## config.mk

```make
export PLATFORM = sky130hd
export DESIGN_NAME = bus8_arbiter
export DESIGN_NICKNAME = d
export VERILOG_FILES = /design/src/rtl/bus8_arbiter.sv
export SDC_FILE = /design/constraint.sdc
export NUM_CORES = 1
export LEC_CHECK = 0
export CORE_MARGIN = 1
export CORE_UTILIZATION = 41
export CTS_BUF_LIST = sky130_fd_sc_hd__clkbuf_8
export CTS_CLUSTER_DIAMETER = 50
export DETAILED_ROUTE_END_ITERATION = 6
export PLACE_DENSITY = 0.83
export SETUP_SLACK_MARGIN = 0.1
export SLEW_MARGIN = 20
export SYNTH_ARGS = -nofsm -noshare
export SYNTH_HDL_FRONTEND = slang
export SYNTH_SLANG_ARGS = --single-unit
```

## constraint.sdc

```tcl
create_clock -name CLK -period 1.9 [get_ports CLK]
set_input_delay 0.285 -clock CLK [delete_from_list [all_inputs] [get_ports CLK]]
set_output_delay 0.285 -clock CLK [all_outputs]
set_load 0.02 [all_outputs]
```

## src/rtl/bus8_arbiter.sv

```systemverilog
// Round-robin arbiter for four requesters sharing the 8-bit bus buffer input.
// Optional burst limit per grant is enabled by defining BUS8_ARB_BURST_LIMIT_EN.
module bus8_arbiter #(
    parameter int NREQ      = 4,
    parameter int MAX_BURST = 16
) (
    input  logic                CLK,
    input  logic                RST_N,
    input  logic [NREQ-1:0]     REQ,
    input  logic [8*NREQ-1:0]   DIN,
    output logic [NREQ-1:0]     GNT,
    output logic [7:0]          BUS_D,
    output logic                BUS_V,
    output logic                BUSY
);

    if (NREQ != 4) begin : g_bad_nreq
        $error("bus8_arbiter supports NREQ=4 only");
    end
    if (MAX_BURST < 1 || MAX_BURST > 255) begin : g_bad_burst
        $error("bus8_arbiter MAX_BURST must be in 1..255");
    end

    typedef enum logic [1:0] {
        IDLE,
        OWN,
        GAP
    } state_t;

    state_t          state, state_nxt;
    logic [1:0]      ptr, ptr_nxt;
    logic [1:0]      owner, owner_nxt;
    logic [1:0]      win, cand;
    logic            win_found;
    logic [NREQ-1:0] gnt_nxt;
    logic [7:0]      bus_d_nxt;
    logic            bus_v_nxt;
    logic [7:0]      owner_byte;

`ifdef BUS8_ARB_BURST_LIMIT_EN
    localparam logic [7:0] BURST_LAST = 8'(MAX_BURST - 1);
    logic [7:0] cnt, cnt_nxt;
`endif

    assign owner_byte = DIN[{owner, 3'b000} +: 8];
    assign BUSY       = (state != IDLE);

    // Rotating priority search starting at ptr; the first hit wins.
    always_comb begin
        win       = ptr;
        win_found = 1'b0;
        cand      = ptr;
        for (int k = 0; k < 4; k++) begin
            cand = ptr + 2'(k);
            if (!win_found && REQ[cand]) begin
                win       = cand;
                win_found = 1'b1;
            end
        end
    end

    // NOTE: every output of this block gets a default first so that no path
    // leaves a signal unassigned, which would otherwise infer a latch.
    always_comb begin
        state_nxt = state;
        ptr_nxt   = ptr;
        owner_nxt = owner;
        gnt_nxt   = GNT;
        bus_d_nxt = BUS_D;
        bus_v_nxt = 1'b0;
`ifdef BUS8_ARB_BURST_LIMIT_EN
        cnt_nxt   = cnt;
`endif
        unique case (state)
            IDLE: begin
                if (win_found) begin
                    gnt_nxt      = '0;
                    gnt_nxt[win] = 1'b1;
                    owner_nxt    = win;
                    state_nxt    = OWN;
`ifdef BUS8_ARB_BURST_LIMIT_EN
                    cnt_nxt      = 8'd0;
`endif
                end
            end
            OWN: begin
                if (REQ[owner]) begin
                    bus_d_nxt = owner_byte;
                    bus_v_nxt = 1'b1;
`ifdef BUS8_ARB_BURST_LIMIT_EN
                    cnt_nxt   = (cnt == 8'hFF) ? cnt : cnt + 8'd1;
                    // Final byte of a maximal burst: transfer it and preempt.
                    if (cnt == BURST_LAST) begin
                        gnt_nxt   = '0;
                        ptr_nxt   = owner + 2'd1;
                        state_nxt = GAP;
                    end
`endif
                end else begin
                    gnt_nxt   = '0;
                    ptr_nxt   = owner + 2'd1;
                    state_nxt = GAP;
                end
            end
            GAP: begin
                gnt_nxt   = '0;
                state_nxt = IDLE;
            end
            default: begin
                gnt_nxt   = '0;
                state_nxt = IDLE;
            end
        endcase
    end

    // NOTE: sequential state uses non-blocking assignments so every register
    // samples the pre-edge values regardless of statement order.
    always_ff @(posedge CLK) begin
        if (!RST_N) begin
            state <= IDLE;
            ptr   <= 2'd0;
            owner <= 2'd0;
            GNT   <= '0;
            BUS_D <= 8'h00;
            BUS_V <= 1'b0;
`ifdef BUS8_ARB_BURST_LIMIT_EN
            cnt   <= 8'd0;
`endif
        end else begin
            state <= state_nxt;
            ptr   <= ptr_nxt;
            owner <= owner_nxt;
            GNT   <= gnt_nxt;
            BUS_D <= bus_d_nxt;
            BUS_V <= bus_v_nxt;
`ifdef BUS8_ARB_BURST_LIMIT_EN
            cnt   <= cnt_nxt;
`endif
        end
    end

endmodule

```

==> flow_summary.yaml, run 1 <==
run_status:
  status: "completed"
timing:
  period_minus_slack_ns: 1.73
  tightestPinTransition_ns: 0.353
  min_period_over_period_pct: 90.8
  tns_ns: 0
  timing.final.ws_setup_ns: 0.174
  rsz0062_at_grt: "false"
  drv_slew: 0
  fmax_ghz: 0.579
  skew_ns: 0.00214
  hold_ws_ns: 0.460
  max_slew_margin_pct: 76.3
  setup_viol: 0
  final-hold-violation-count: 0
routing:
  initialDrtViolationCount: 3
  ant_nets: 0
  vias: 962
  avgRoutedWirePerCell_um: 14.4
  post_drt_via_cell_ratio: 5.17
  drc: 0
  drt_wl_total_um: 2680
  drt_first_pass_iters: 3
synthesis:
  synth_nets: 136
  yosys-top-cells-area: "dfxtp_1 (37%), mux4_2 (18%), mux2i_1 (9.8%), nor2_1 (5.5%), a21oi_1 (3.4%)"
  synthCells: 98
  yosysTopAreaCellShare_pct: 37.4
  synth_area_mm2: 0.00102
  synth_top_family_by_area: "multiplexers"
  synthAdderAreaFrac_pct: 0
  synth_edf_count: 0
  synthMuxAreaShare_pct: 30.1
  synthArstFlopShare_pct: 0
  ys.flop_type: "dfxtp_1"
  synthXorXnorAreaFrac_pct: 0.861
  synth_compound_area_share_pct: 8.24
  yosys.area_share.simple_pct: 20.3
  ys_warn_count: 0
  synth_seq_area_share_pct: 37.4
  yosys.area.top_type: "dfxtp_1"
  synth.distinct_cells: 28
  ys_ff_latch: 19
  avgSynthCellArea_um2: 10.4
worst_setup_path:
  start_kind: "register"
  crit_type: "register to primary output"
  critical_path_arrival_ns: 1.44
  crit_chain: "or2_4 > clkdlybuf4s50_1"
  critPathSlowestCell: "clkdlybuf4s50_1"
  critPathMaxStageDelay_ns: 0.59
  worstPathRequired_ns: 1.62
  critPathCaptureType: "primary output"
  path_max_fanout: 4
global_routing:
  grt_pass1_wl_um: 4330
  overflow: 0
  grt_max_degree: 13
  antenna_found_initial: 0
  grt_pass1_vias: 953
  gr-usage-all-layers_pct: 22.1
run:
  drv_cap: 0
final_layout:
  postLayoutCoreUtil_pct: 73.5
  num_antenna_cells: 0
  fin_nets: 197
  mostFrequentLayoutCells: "clkdlybuf4s50_1 (49), dfxtp_1 (19), nor2_1 (15)"
  area_growth_pct: 64.5
  layout_commonest_cell: "clkdlybuf4s50_1"
  final_cell_count_no_fill: 186
  drive_gt1_share_pct: 15.2
place:
  dp.cells: 182
  port-buffer-count: 51
  dp_hpwl_um: 2180
  place_ws_ns: -0.143
  place.gp.congestion: 0.744
die:
  dieArea_mm2: 0.00268
  core_area_mm2: 0.00228
  chipHeight_um: 51.8
  die_width_um: 51.8
  rows: 17
  start_util_pct: 44.7
  ios: 52
clocking:
  htree_levels: 1
  numCtsBuffers: 3
  max-clock-path-buffers: 2
  path_clk_slew_ns: 0.07
  clockRootBuffer: "clkbuf_8"
  cts_sinks: 19
  cts_tree: "yes"
  clkLatencyLatePin_ns: 0.25
pwr:
  pwr_density_cell_mw_per_mm2: 693
  leakage_nw: 0.669
  ir_drop_uv: 496
min_path:
  holdCritPathClass: "register to register"
==> sequential cells by signal, indices dropped and copies added, names as in the netlist <==
name and count:
BUS_D 8, BUS_V 1, GNT 4, owner 2, ptr 2, state 2
==> worst max-delay path: cells and delay by family (launching register included) <==
kind	cells	cell delay [ns]
simple gates	1	0.17
buf+inv	1	0.59
flops	1	0.43
==> path summary, 6_finish.rpt <==
check,startpoint,end,slack [ns],depth (start not counted)
max,state[1],BUSY,0.17,2
min,GNT[1],GNT[1],0.46,2
max reg2reg,owner[0],BUS_D[3],0.31,5
min reg2reg,GNT[1],GNT[1],0.46,2
==> metal layers <==
layer  up-vias  routed length, um  GRT usage [%]
met5         -                  0              0
met4         0                 15           5.41
met1       469               1080           27.1
met2        16               1540           40.7
li1        475                  -              -
met3         2                 46           2.63
==> metrics by stage <==
step	total power, mW	area (um2)
global placement	0.880	1620
floorplan	0.698	1020
CTS	1.17	1660
detailed placement	0.894	1620
global route	1.22	1670
finish	1.16	1670
==> cell usage after synthesis, types with 2 or more instances <==
cell	n
mux2i_1	10
o21ai_1	2
clkbuf_1	2
nor2_1	15
nand3b_1	3
a21oi_1	7
dfxtp_1	19
or3_1	2
nand2_1	8
nor2b_1	2
nand2b_1	3
mux4_2	8
o21ai_0	2
==> power breakdown <==
group          internal, mW  switching, mW  total [mW]  leakage, nW
clock network         0.144          0.130       0.273       0.0269
registers             0.436         0.0261       0.462        0.155
logic                 0.249          0.175       0.425        0.487
==> cells by family after synthesis <==
group,after synthesis
mux,19
buf+inv,6
flops,19
xor+xnor,1
simple gates,39
compound gates,14
==> repair_timing <==
| action | 4_1_cts | 5_1_grt |
|---|---|---|
| setup buffers | 0 | 0 |
| hold buffers | 0 | 0 |
| resized for setup | 0 | 3 |
| endpoints found under the setup margin | 0 | 5 |
==> layout make-up <==
class / count / area (um2)
clock buffer: 3 / 41.3
inverter: 2 / 7.51
clock inverter: 1 / 3.75
tap: 28 / 35.0
sequential: 19 / 380
multi-input combinational: 73 / 609
timing repair buffer: 60 / 596
fill: 169 / 603
Power figures use the tool's default switching activity.
==> inputs of run 2 (changes only) <==
CORE_MARGIN = unset   (was 1)
HOLD_SLACK_MARGIN = 0.12   (was unset)
==> results of run 2 <==
No change in the layout: final DEF, timing and power equal those of run 1.
